[src/rtl/lsu_mem_ctrl_if.sv]
// ---------------------------------------------------------------------------
// lsu_mem_ctrl_if
// Bundles the command side (core control FSM) and the data-memory bus side
// of the load/store sequencer into one interface.
//   slave  : the sequencer view. It takes commands and bus responses in, and
//            drives status, load result and bus request fields out.
//   master : the environment view. It combines the core and the memory model,
//            driving commands and bus responses.
// Command : req_i, we_i, funct3_i, addr_i, wdata_i
// Status  : busy_o, done_o, err_o, err_cause_o, rdata_o
// Bus     : mem_req_o, mem_we_o, mem_be_o, mem_addr_o, mem_wdata_o,
//           mem_gnt_i, mem_rvalid_i, mem_rdata_i
// ---------------------------------------------------------------------------
interface lsu_mem_ctrl_if #(
  parameter int XLEN = 32
);
  logic            req_i;
  logic            we_i;
  logic [2:0]      funct3_i;
  logic [XLEN-1:0] addr_i;
  logic [XLEN-1:0] wdata_i;
  logic            busy_o;
  logic            done_o;
  logic            err_o;
  logic [1:0]      err_cause_o;
  logic [XLEN-1:0] rdata_o;
  logic            mem_req_o;
  logic            mem_we_o;
  logic [3:0]      mem_be_o;
  logic [XLEN-1:0] mem_addr_o;
  logic [XLEN-1:0] mem_wdata_o;
  logic            mem_gnt_i;
  logic            mem_rvalid_i;
  logic [XLEN-1:0] mem_rdata_i;

  modport slave (
    input  req_i, we_i, funct3_i, addr_i, wdata_i,
    input  mem_gnt_i, mem_rvalid_i, mem_rdata_i,
    output busy_o, done_o, err_o, err_cause_o, rdata_o,
    output mem_req_o, mem_we_o, mem_be_o, mem_addr_o, mem_wdata_o
  );

  modport master (
    output req_i, we_i, funct3_i, addr_i, wdata_i,
    output mem_gnt_i, mem_rvalid_i, mem_rdata_i,
    input  busy_o, done_o, err_o, err_cause_o, rdata_o,
    input  mem_req_o, mem_we_o, mem_be_o, mem_addr_o, mem_wdata_o
  );
endinterface

[src/rtl/lsu_mem_ctrl.sv]
// ---------------------------------------------------------------------------
// lsu_mem_ctrl
// This block is a multicycle load/store sequencer that sits between the core
// control FSM and the data-memory bus. It accepts one command while idle. It
// checks funct3 and alignment, then drives a word-aligned request with byte
// enables and lane-replicated store data. It waits for gnt and rvalid, with a
// bus timeout. It then returns the shifted and sign/zero-extended load word
// together with a one-cycle done pulse.
// Ports:
//   clk_i : clock, rising edge
//   rst_i : synchronous active-high reset
//   bus   : lsu_mem_ctrl_if.slave (command, status and memory bus)
// Parameters:
//   XLEN    : data/address width, fixed at 32 (RV32)
//   TIMEOUT : maximum number of REQ+WAIT cycles before a timeout error (1..255)
// ---------------------------------------------------------------------------
module lsu_mem_ctrl #(
  parameter int XLEN    = 32,
  parameter int TIMEOUT = 255
) (
  input  logic           clk_i,
  input  logic           rst_i,
  lsu_mem_ctrl_if.slave  bus
);

  localparam logic [2:0] S_IDLE = 3'd0;
  localparam logic [2:0] S_REQ  = 3'd1;
  localparam logic [2:0] S_WAIT = 3'd2;
  localparam logic [2:0] S_DONE = 3'd3;
  localparam logic [2:0] S_ERR  = 3'd4;

  localparam logic [1:0] C_NONE  = 2'b00;
  localparam logic [1:0] C_ALIGN = 2'b01;
  localparam logic [1:0] C_F3    = 2'b10;
  localparam logic [1:0] C_TMO   = 2'b11;

  localparam logic [7:0] TMO_LIMIT = TIMEOUT[7:0];

  logic [2:0]      r_state;
  logic            r_we;
  logic [2:0]      r_funct3;
  logic [XLEN-1:0] r_addr;
  logic [XLEN-1:0] r_wdata;
  logic [7:0]      r_cnt;
  logic [1:0]      r_cause;
  logic [XLEN-1:0] r_rdata;
  logic            r_busy;
  logic            r_done;
  logic            r_err;
  logic            r_mreq;

  logic [2:0]      w_next;
  logic [1:0]      w_cause;
  logic            w_tmo;
  logic            w_capture;

  // Illegal funct3: loads reject 011/110/111, stores reject anything above SW.
  function automatic logic f3_illegal(input logic we, input logic [2:0] f3);
    logic bad;
    if (we) begin
      bad = (f3 > 3'b010);
    end else begin
      case (f3)
        3'b011, 3'b110, 3'b111: bad = 1'b1;
        default:                bad = 1'b0;
      endcase
    end
    return bad;
  endfunction

  // Halfword accesses need an even address and word accesses need a 4-byte aligned address.
  function automatic logic misaligned(input logic [2:0] f3, input logic [1:0] off);
    logic bad;
    case (f3[1:0])
      2'b01:   bad = off[0];
      2'b10:   bad = (off != 2'b00);
      default: bad = 1'b0;
    endcase
    return bad;
  endfunction

  // Loads always fetch the whole word. Stores enable only the addressed lanes.
  function automatic logic [3:0] byte_en(input logic we, input logic [2:0] f3,
                                         input logic [1:0] off);
    logic [3:0] be;
    if (we) begin
      case (f3[1:0])
        2'b00:   be = 4'b0001 << off;
        2'b01:   be = 4'b0011 << off;
        default: be = 4'b1111;
      endcase
    end else begin
      be = 4'b1111;
    end
    return be;
  endfunction

  // Replicate the store data so that the enabled lanes carry it at any offset.
  function automatic logic [XLEN-1:0] store_data(input logic [2:0] f3,
                                                 input logic [XLEN-1:0] wd);
    logic [XLEN-1:0] d;
    case (f3[1:0])
      2'b00:   d = {4{wd[7:0]}};
      2'b01:   d = {2{wd[15:0]}};
      default: d = wd;
    endcase
    return d;
  endfunction

  // Shift the addressed lane down to bit 0, then sign- or zero-extend it.
  function automatic logic [XLEN-1:0] load_extract(input logic [2:0] f3,
                                                   input logic [1:0] off,
                                                   input logic [XLEN-1:0] word);
    logic [XLEN-1:0] sh;
    logic [XLEN-1:0] r;
    sh = word >> {off, 3'b000};
    case (f3)
      3'b000:  r = {{24{sh[7]}}, sh[7:0]};
      3'b100:  r = {24'h000000, sh[7:0]};
      3'b001:  r = {{16{sh[15]}}, sh[15:0]};
      3'b101:  r = {16'h0000, sh[15:0]};
      default: r = sh;
    endcase
    return r;
  endfunction

  // The counter saturates, so once the limit is reached it stays reached. A load granted on the
  // last REQ cycle therefore gets exactly one WAIT cycle for its rvalid.
  assign w_tmo = (r_cnt >= TMO_LIMIT);

  // Next-state and error-cause decode.
  always_comb begin
    w_next    = r_state;
    w_cause   = C_NONE;
    w_capture = 1'b0;
    case (r_state)
      S_IDLE: begin
        if (bus.req_i) begin
          if (f3_illegal(bus.we_i, bus.funct3_i)) begin
            w_next  = S_ERR;
            w_cause = C_F3;
          end else if (misaligned(bus.funct3_i, bus.addr_i[1:0])) begin
            w_next  = S_ERR;
            w_cause = C_ALIGN;
          end else begin
            w_next = S_REQ;
          end
        end else begin
          w_next = S_IDLE;
        end
      end
      S_REQ: begin
        if (bus.mem_gnt_i) begin
          if (r_we) begin
            w_next = S_DONE;
          end else if (bus.mem_rvalid_i) begin
            w_next    = S_DONE;
            w_capture = 1'b1;
          end else begin
            w_next = S_WAIT;
          end
        end else if (w_tmo) begin
          w_next  = S_ERR;
          w_cause = C_TMO;
        end else begin
          w_next = S_REQ;
        end
      end
      S_WAIT: begin
        if (bus.mem_rvalid_i) begin
          w_next    = S_DONE;
          w_capture = 1'b1;
        end else if (w_tmo) begin
          w_next  = S_ERR;
          w_cause = C_TMO;
        end else begin
          w_next = S_WAIT;
        end
      end
      S_DONE:  w_next = S_IDLE;
      S_ERR:   w_next = S_IDLE;
      default: w_next = S_IDLE;
    endcase
  end

  // State, command capture, timeout counter and registered status outputs.
  always_ff @(posedge clk_i) begin
    if (rst_i) begin
      r_state  <= S_IDLE;
      r_we     <= 1'b0;
      r_funct3 <= 3'b000;
      r_addr   <= '0;
      r_wdata  <= '0;
      r_cnt    <= 8'd0;
      r_cause  <= C_NONE;
      r_rdata  <= '0;
      r_busy   <= 1'b0;
      r_done   <= 1'b0;
      r_err    <= 1'b0;
      r_mreq   <= 1'b0;
    end else begin
      r_state <= w_next;
      if (r_state == S_IDLE && bus.req_i) begin
        r_we     <= bus.we_i;
        r_funct3 <= bus.funct3_i;
        r_addr   <= bus.addr_i;
        r_wdata  <= bus.wdata_i;
      end
      if (r_state == S_IDLE) begin
        r_cnt <= 8'd0;
      end else if ((r_state == S_REQ || r_state == S_WAIT) && r_cnt != 8'hFF) begin
        r_cnt <= r_cnt + 8'd1;
      end
      if (w_capture) begin
        r_rdata <= load_extract(r_funct3, r_addr[1:0], bus.mem_rdata_i);
      end
      r_cause <= (w_next == S_ERR) ? w_cause : C_NONE;
      r_busy  <= (w_next != S_IDLE);
      r_done  <= (w_next == S_DONE) || (w_next == S_ERR);
      r_err   <= (w_next == S_ERR);
      r_mreq  <= (w_next == S_REQ);
    end
  end

  assign bus.busy_o      = r_busy;
  assign bus.done_o      = r_done;
  assign bus.err_o       = r_err;
  assign bus.err_cause_o = r_cause;
  assign bus.rdata_o     = r_rdata;

  // The bus fields come only from the captured command, and they are forced to zero
  // whenever no request is outstanding.
  assign bus.mem_req_o   = r_mreq;
  assign bus.mem_we_o    = r_mreq & r_we;
  assign bus.mem_be_o    = r_mreq ? byte_en(r_we, r_funct3, r_addr[1:0]) : 4'b0000;
  assign bus.mem_addr_o  = r_mreq ? {r_addr[XLEN-1:2], 2'b00} : '0;
  assign bus.mem_wdata_o = r_mreq ? store_data(r_funct3, r_wdata) : '0;

endmodule

[src/flat_wrapper.sv]
// flat-port wrapper written by rule: the top's interface ports become plain ports
module lsu_mem_ctrl_flat 
#(
  parameter int XLEN    = 32,
  parameter int TIMEOUT = 255
)
  (clk_i, rst_i, bus_req_i, bus_we_i, bus_funct3_i, bus_addr_i, bus_wdata_i, bus_mem_gnt_i, bus_mem_rvalid_i, bus_mem_rdata_i, bus_busy_o, bus_done_o, bus_err_o, bus_err_cause_o, bus_rdata_o, bus_mem_req_o, bus_mem_we_o, bus_mem_be_o, bus_mem_addr_o, bus_mem_wdata_o);
  lsu_mem_ctrl_if #(.XLEN(XLEN)) bus_i ();
  input  logic clk_i;
  input  logic rst_i;
  input wire logic [$bits(bus_i.req_i)-1:0] bus_req_i;
  input wire logic [$bits(bus_i.we_i)-1:0] bus_we_i;
  input wire logic [$bits(bus_i.funct3_i)-1:0] bus_funct3_i;
  input wire logic [$bits(bus_i.addr_i)-1:0] bus_addr_i;
  input wire logic [$bits(bus_i.wdata_i)-1:0] bus_wdata_i;
  input wire logic [$bits(bus_i.mem_gnt_i)-1:0] bus_mem_gnt_i;
  input wire logic [$bits(bus_i.mem_rvalid_i)-1:0] bus_mem_rvalid_i;
  input wire logic [$bits(bus_i.mem_rdata_i)-1:0] bus_mem_rdata_i;
  output wire logic [$bits(bus_i.busy_o)-1:0] bus_busy_o;
  output wire logic [$bits(bus_i.done_o)-1:0] bus_done_o;
  output wire logic [$bits(bus_i.err_o)-1:0] bus_err_o;
  output wire logic [$bits(bus_i.err_cause_o)-1:0] bus_err_cause_o;
  output wire logic [$bits(bus_i.rdata_o)-1:0] bus_rdata_o;
  output wire logic [$bits(bus_i.mem_req_o)-1:0] bus_mem_req_o;
  output wire logic [$bits(bus_i.mem_we_o)-1:0] bus_mem_we_o;
  output wire logic [$bits(bus_i.mem_be_o)-1:0] bus_mem_be_o;
  output wire logic [$bits(bus_i.mem_addr_o)-1:0] bus_mem_addr_o;
  output wire logic [$bits(bus_i.mem_wdata_o)-1:0] bus_mem_wdata_o;
  assign bus_i.req_i = bus_req_i;
  assign bus_i.we_i = bus_we_i;
  assign bus_i.funct3_i = bus_funct3_i;
  assign bus_i.addr_i = bus_addr_i;
  assign bus_i.wdata_i = bus_wdata_i;
  assign bus_i.mem_gnt_i = bus_mem_gnt_i;
  assign bus_i.mem_rvalid_i = bus_mem_rvalid_i;
  assign bus_i.mem_rdata_i = bus_mem_rdata_i;
  assign bus_busy_o = bus_i.busy_o;
  assign bus_done_o = bus_i.done_o;
  assign bus_err_o = bus_i.err_o;
  assign bus_err_cause_o = bus_i.err_cause_o;
  assign bus_rdata_o = bus_i.rdata_o;
  assign bus_mem_req_o = bus_i.mem_req_o;
  assign bus_mem_we_o = bus_i.mem_we_o;
  assign bus_mem_be_o = bus_i.mem_be_o;
  assign bus_mem_addr_o = bus_i.mem_addr_o;
  assign bus_mem_wdata_o = bus_i.mem_wdata_o;
  lsu_mem_ctrl #(.XLEN(XLEN), .TIMEOUT(TIMEOUT)) u_core (.clk_i(clk_i), .rst_i(rst_i), .bus(bus_i));
endmodule
[config.mk]
export PLATFORM = sky130hd
export DESIGN_NAME = lsu_mem_ctrl_flat
export DESIGN_NICKNAME = d
export VERILOG_FILES = /design/src/rtl/lsu_mem_ctrl_if.sv /design/src/rtl/lsu_mem_ctrl.sv /design/src/flat_wrapper.sv
export SDC_FILE = /design/constraint.sdc
export NUM_CORES = 1
export LEC_CHECK = 0
export ABC_CLOCK_PERIOD_IN_PS = 4300
export CAP_MARGIN = 20
export CORE_ASPECT_RATIO = 0.9
export CORE_MARGIN = 4
export CORE_UTILIZATION = 48
export CTS_CLUSTER_DIAMETER = 150
export CTS_CLUSTER_SIZE = 28
export DETAILED_ROUTE_END_ITERATION = 10
export GPL_TIMING_DRIVEN = 0
export PLACE_DENSITY = 0.95
export SYNTH_ARGS = -nofsm -noshare
export SYNTH_HDL_FRONTEND = slang
export SYNTH_SLANG_ARGS = --single-unit
[constraint.sdc]
create_clock -name clk_i -period 4.3 [get_ports clk_i]
set_clock_uncertainty 0.2 [all_clocks]
set_input_delay 0.86 -clock clk_i [delete_from_list [all_inputs] [get_ports clk_i]]
set_output_delay 0.86 -clock clk_i [all_outputs]
set_load 0.005 [all_outputs]
* Word-level counts from Yosys, hierarchy flattened
Cells that the tools add are included.
W data, S select, Z words.
** Operators by class
- $add $sub $neg :: 1
- Order comparisons :: 2
- Equal/unequal tests :: 15
- Shifts and indexed selects :: 3
- Muxes and demuxes :: 36
- Bitwise operators :: 2
- Reduce and logical (&&, ||, !) cells :: 12
** Operators with widths (count)
- $pmux W32 S4 :: 1
- $mux W32 :: 2
- $pmux W32 S2 :: 1
- $shr A32 B5 Y32 :: 1
- $mux W3 :: 8
- $eq A3 B3 Y1 const B :: 5
- $mux W1 :: 12
- $mux W2 :: 5
- $eq A3 B1 Y1 const B :: 3
- $eq A3 B2 Y1 const B :: 3
- $pmux W3 S3 :: 1
- $add A8 B1 Y8 const B :: 1
- $ge A8 B8 Y1 const B :: 1
- $mux W4 :: 2
- $ne A8 B8 Y1 const B :: 1
- $pmux W4 S2 :: 1
- $logic_not A3 Y1 :: 2
- $pmux W2 S3 :: 1
- $eq A2 B1 Y1 const B :: 2
- $pmux W1 S2 :: 2
- $reduce_or A2 Y1 :: 2
- $shl A1 B2 Y4 const A :: 1
- $shl A2 B2 Y4 const A :: 1
- $gt A3 B2 Y1 const B :: 1
- 9 further kinds :: 11
** Storage, ports and cells
- Flip-flop bits (word level) :: 117
- Bits of input ports :: 105
- Output and inout port bits :: 107

* Depth between registers and ports, before layout
Gate-level depths: netlist of run 1.
- Depth in word-level cells :: 16
- Gate-level depth with buffers :: 8

* Worst setup path after synthesis of run 1
Ideal clock, no wire load.
- Path type :: register to output
- Start :: reg u_core.r_funct3[0]
- End :: out bus_mem_wdata_o[10]
- Data arrival time :: 1.325 ns
- Data required time :: 3.240 ns
- Slack :: 1.915 ns
- Stages on the path, launching flop included :: 7
- Path buffers :: 3
- Path through :: dfxtp_1 -> buf_2 -> or2_2 -> clkbuf_1 -> clkbuf_1 -> nand2_1 -> a21boi_0
** On the way
- Longest elaborated chain between the ends :: 3
** RTL lines
- start, declared :: RTL line lsu_mem_ctrl.sv:41 : logic [2:0] r_funct3;
- start signal, assigned :: RTL line lsu_mem_ctrl.sv:205 : r_funct3 <= bus.funct3_i;
- $eq A2 B1 Y1 / $logic_not A2 Y1 (equally long branches) :: RTL line lsu_mem_ctrl.sv:102 : case (f3[1:0])
- $pmux W32 S2 * :: RTL line lsu_mem_ctrl.sv:102
- $mux W32 * :: RTL line lsu_mem_ctrl.sv:237 : assign bus.mem_wdata_o = r_mreq ? store_data(r_funct3, r_wdata) : '0;
- end, declared :: RTL line flat_wrapper.sv:28 : output wire logic [$bits(bus_i.mem_wdata_o)-1:0] bus_mem_wdata_o;
Mark *: on every way between the ends. The rest lies on a longest branch, timed or not.

* Final worst setup path of run 1
- Start :: reg u_core.r_addr[0]
- End :: out bus_mem_be_o[3]
** On the way
- Longest elaborated chain between the ends :: 4
** RTL lines
- start, declared :: RTL line lsu_mem_ctrl.sv:42 : logic [XLEN-1:0] r_addr;
- start signal, assigned :: RTL line lsu_mem_ctrl.sv:206 : r_addr <= bus.addr_i;
- $shl A2 B2 Y4 / $shl A1 B2 Y4 (equally long branches) :: RTL line lsu_mem_ctrl.sv:89, lsu_mem_ctrl.sv:88
- $pmux W4 S2 * :: RTL line lsu_mem_ctrl.sv:87 : case (f3[1:0])
- $mux W4 * :: RTL line lsu_mem_ctrl.sv:86 : if (we) begin
- $mux W4 * :: RTL line lsu_mem_ctrl.sv:235 : assign bus.mem_be_o = r_mreq ? byte_en(r_we, r_funct3, r_addr[1:0]) : 4'b0000;
- end, declared :: RTL line flat_wrapper.sv:26 : output wire logic [$bits(bus_i.mem_be_o)-1:0] bus_mem_be_o;
Marks and branches as above.

==> results of run 1 <==
-- area by class of cell --
class	instances	area share (%)
plain buffers	60	3.16
clock buffers	22	5.64
clock inverters	9	0.904
inverters	2	0.0875
multi-input cells	561	36.4
flip-flops and latches	117	27.3
well taps	156	2.27
repair buffers	208	24.3
-- where the power goes --
part	internal (µW)	switching, µW
logic	297	333
clock network	846	496
registers	1160	53.1
-- final timing paths --
path                            slack, ps                      to
worst min-delay path                  250        u_core.r_addr[9]
worst max register to register       2150  u_core.bus.rdata_o[12]
worst min register to register        250        u_core.r_addr[9]
worst max-delay path                  560         bus_mem_be_o[3]
-- sequential cells by signal, indices dropped and copies added (netlist names) --
name	cells
u_core.r_state	3
u_core.bus.busy_o	1
u_core.bus.mem_req_o	1
u_core.r_addr	32
u_core.r_wdata	32
u_core.r_we	1
u_core.bus.err_cause_o	2
u_core.bus.rdata_o	32
u_core.bus.done_o	1
u_core.bus.err_o	1
u_core.r_cnt	8
u_core.r_funct3	3
-- cell usage in the layout (no fill, tap or decap), types with 5 or more instances in the layout --
cell             instances
mux2_2                   8
clkinv_2                 5
a21boi_0                10
a211oi_1                14
a211oi_2                10
o21ai_0                 24
a21oi_1                 92
nor2b_1                 22
clkdlybuf4s50_1        208
nor3_1                  11
ha_1                     5
clkbuf_1                41
nor2_1                  48
clkbuf_16               17
mux2i_1                 35
nand2_1                191
and2_1                  51
buf_2                   10
dfxtp_1                117
xor2_1                   5
-- per-stage QoR --
stage          instances  setup WS [ps]  utilization [%]
6_report            1135            557             74.2
3_3_place_gp        1104           1030             69.3
5_1_grt             1135            404             74.2
2_1_floorplan        740           1910                -
3_5_place_dp        1104           1020             69.3
4_1_cts             1135            579             74.2
-- metal layers --
metal  routed length, µm  GRT usage, %  part of all wire (%)
met1                7750          34.4                    40
met4                 599          12.8                   3.1
met5                   0             0                     0
met3                1980          8.18                    10
met2                9230          46.1                    47
-- worst max-delay path, stage by stage (launching register included) --
cell,delay [ps]
dfxtp_1,320
buf_2,260
buf_2,300
clkbuf_1,460
o21ai_0,140
a21boi_0,260
clkdlybuf4s50_1,550
-- synth_stat cells, types with 4 or more instances --
cell	instances	area share (%)
nand2_1	191	12
dfxtp_1	117	41
a21oi_1	92	8.0
and2_1	51	5.6
nor2_1	48	3.1
clkbuf_1	40	2.6
mux2i_1	35	6.1
o21ai_0	24	2.1
nor2b_1	22	2.4
a211oi_1	14	1.8
nor3_1	11	0.96
a211oi_2	10	2.2
a21boi_0	10	1.3
buf_2	10	0.87
mux2_2	8	1.6
ha_1	5	1.1
xor2_1	5	0.76
buf_1	4	0.26
-- logic make-up (layout without fill, tap and decap cells) --
logic type / after synthesis / in the layout / synth area share (%)
compound gates: 167 / 167 / 18.0
other cells: 1 / 2 / 0.0653
flops: 117 / 117 / 40.8
fa+ha+maj: 5 / 5 / 1.09
xor+xnor: 5 / 5 / 0.763
mux: 44 / 44 / 8.06
simple gates: 338 / 338 / 26.4
buf+inv: 62 / 301 / 4.86
==> qor.yml, run 1 <==
logic_synthesis:
  ys_warn_count: 0
  synth.avg_cell_area_um2: 7.77
  ys.flop_type: "dfxtp_1"
  synth_cell_types: 45
  synth_edf_count: 0
  syn-instance-count: 739
  async_reset_ff_share_pct: 0
  syn_area_um2: 5740
  ys_seq_elements: 117
  yosysSeqAreaShare_pct: 40.8
finish:
  fin_nets: 1077
  synthToLayoutAreaGrowth_pct: 49.5
  finalInstanceArea_um2: 8580
  fill_cells: 862
  multi_input_area_um2: 3120
  drive_gt1_share_pct: 7.56
  antenna_cells_inserted: 0
  seqCellArea_um2: 2340
sta:
  drv_slew: 0
  finalCritPeriodShare_pct: 87.0
  tns_ps: 0
  slew_headroom_pct: 46.5
  hold_viol: 0
  worstMarginPinSlew_ps: 802
  setup_viol: 0
  grt_setup_unrepaired: "false"
  period_minus_slack_ps: 3740
  hold_ws_ps: 248
  max_freq_mhz: 267
grt:
  overflow: 0
  grt_max_degree: 17
  antenna_found_initial: 0
  grt_pass1_wl_um: 30700
  grt_pass1_vias: 6083
  grt_usage_pct: 28.3
floorplanning:
  die_height_um: 112
  ios: 212
  dieArea_um2: 13800
  core-area_um2: 11600
  placementRows: 37
  initial_core_util_pct: 49.6
  die_width_um: 123
placed_design:
  port_buffers: 208
  placed_area_um2: 8020
  globalplace.congestion: 0.970
  hpwlAfterDp_um: 14200
routing:
  dr.first_iter.drc_count: 685
  wire_per_inst_um: 17.2
  wl_um: 19600
  vias: 6070
  antenna_left: 0
  drc: 0
  via_per_inst: 5.35
  dr.pass1.iters: 8
power_and_ir_drop:
  leakage_uw: 0.00308
  p_total_uw: 3190
  irDropWorstVdd_mv: 0.295
  p_per_area_nw_per_um2: 371
clock_network:
  cts_buffer_depth: 2
  htreeDepth: 4
  postCtsHoldBufs: 0
  cts_setup_buffers: 0
  cts-root-buf: "clkbuf_16"
  clock-sinks: 117
  clock_latency_ps: 410
  cts_tree: "done"
  cts-resized-gates: 0
  clkSlewWorstSetupHoldPaths_ps: 50
  cts_made_buffers: 17
worst_hold_path:
  holdPathStages: 2
  hp-start: "u_core.r_addr[9]"
  hold_path.class: "flip-flop to flip-flop"
critical_path:
  endpoint_kind: "output port"
  cp-startpoint: "u_core.r_addr[0]"
  cp_max_fo: 10
  startpoint_type: "flip-flop"
  required_ps: 3240
  r2r_cells: 6
  critical_path_arrival_ps: 2680
  crit_type: "flip-flop to output port"
  worstReg2RegStart: "u_core.r_addr[0]"
run_status:
  status: "finished clean"
job:
  cap_viol_max_count: 0
Note: power is estimated with default switching activity, not from simulation.
==> run 2: changes to the inputs <==
Settings changed: CORE_ASPECT_RATIO 0.9 to not set.
==> qor.yml, run 2 (synthesis gave the netlist of run 1 again) <==
placed_design:
  dp.cells: 1091
  port_buffers: 208
  hpwlAfterDp_um: 14100
  place_ws_ps: 1070
  globalplace.congestion: 0.922
finish:
  antenna_cells_inserted: 0
  multi_input_area_um2: 3120
  seqCellArea_um2: 2340
  final_common_cell: "clkdlybuf4s50_1"
  finalCoreUtilization_pct: 74.8
  fin_nets: 1077
  fill_cells: 861
  synthToLayoutAreaGrowth_pct: 50.8
  layout_common_cells: "clkdlybuf4s50_1 (208), nand2_1 (191), dfxtp_1 (117)"
  drive_gt1_share_pct: 7.55
  final_cell_count_no_fill: 1123
floorplanning:
  die_width_um: 117
  placementRows: 39
  die_height_um: 117
  ios: 212
  core-area_um2: 11600
  dieArea_um2: 13800
  initial_core_util_pct: 49.6
clock_network:
  cts_buffer_depth: 2
  cts_tree: "done"
  cts-resized-gates: 0
  clock-sinks: 117
  cts_made_buffers: 17
  htreeDepth: 4
  clock_latency_ps: 420
  clkSlewWorstSetupHoldPaths_ps: 50
  cts_setup_buffers: 0
  cts-root-buf: "clkbuf_16"
  postCtsHoldBufs: 0
grt:
  antenna_found_initial: 0
  grt_usage_pct: 27.4
  grt_pass1_vias: 5955
  grt_pass1_wl_um: 30400
  overflow: 0
  grt_max_degree: 17
sta:
  period_minus_slack_ps: 3810
  worstMarginPinSlew_ps: 713
  hold_viol: 0
  setup_viol: 0
  setup_slack_ps: 487
  tns_ps: 0
  slew_headroom_pct: 52.5
  finalCritPeriodShare_pct: 88.7
  drv_slew: 0
  max_freq_mhz: 262
  grt_setup_unrepaired: "false"
power_and_ir_drop:
  irDropWorstVdd_mv: 0.284
  leakage_uw: 0.00313
  p_total_uw: 3410
  p_per_area_nw_per_um2: 394
critical_path:
  startpoint_type: "flip-flop"
  r2r_setup_slack_ps: 2100
  r2r-end: "u_core.bus.rdata_o[14]"
  cp-startpoint: "u_core.r_funct3[0]"
  worstReg2RegStart: "u_core.r_addr[0]"
  required_ps: 3240
  critical_path_arrival_ps: 2750
  cp_max_fo: 10
  endpoint_kind: "output port"
  r2r_cells: 6
  crit_type: "flip-flop to output port"
  worstSetupEndpoint: "bus_mem_wdata_o[14]"
routing:
  dr.pass1.iters: 5
  drc: 0
  via_per_inst: 5.43
  antenna_left: 0
  wire_per_inst_um: 17.2
  wl_um: 19300
  dr.first_iter.drc_count: 566
  vias: 6100
worst_hold_path:
  hold_path.class: "flip-flop to flip-flop"
run_status:
  status: "finished clean"
job:
  cap_viol_max_count: 0
run 2: per-stage QoR:
stage	hold slack, ps	cell area (µm²)
finish	248	8650
global route	260	8650
CTS	249	8650
detailed placement	242	8010
global placement	237	8010
floorplan	232	5740
run 2: critical path, stage by stage, from the launching register on:
cell,delay (ps)
dfxtp_1,300
buf_2,190
or2_2,140
clkbuf_1,260
clkbuf_1,450
nand2_1,140
a21boi_0,270
clkdlybuf4s50_1,570
run 2: area by class of cell:
cell class                      count  share of cell area, %
Buffer                             60                   3.14
Clock buffer                       22                   5.48
Clock inverter                     10                   2.02
Inverter                            2                 0.0867
Multi-Input combinational cell    561                   36.1
Sequential cell                   117                   27.1
Tap cell                          143                   2.07
Timing Repair Buffer              208                   24.1
run 2: power breakdown:
group / internal, µW / switching (µW)
Sequential: 1160 / 51.8
Combinational: 297 / 328
Clock: 1070 / 498
Total: 2530 / 878
run 2: worst min path at each step:
stage | depth (start not counted) | start | slack (ps) | to
after floorplan | 2 | u_core.r_addr[10] | 230 | u_core.r_addr[10]
after global placement | 2 | u_core.r_addr[7] | 240 | u_core.r_addr[7]
after detailed placement | 2 | u_core.r_addr[16] | 240 | u_core.r_addr[16]
after CTS | 2 | u_core.r_addr[29] | 250 | u_core.r_addr[29]
after global routing | 2 | u_core.r_addr[17] | 260 | u_core.r_addr[17]
final | 2 | u_core.r_addr[30] | 250 | u_core.r_addr[30]
run 2: per-layer routing:
layer	part of all wire, %	up-vias	track usage, %	routed length (µm)
met5	0	-	0	0
met4	3.5	0	13.0	682
met3	9.7	55	9.62	1880
met2	47	326	45.4	9150
met1	39	2807	31.6	7620
li1	-	2912	-	-
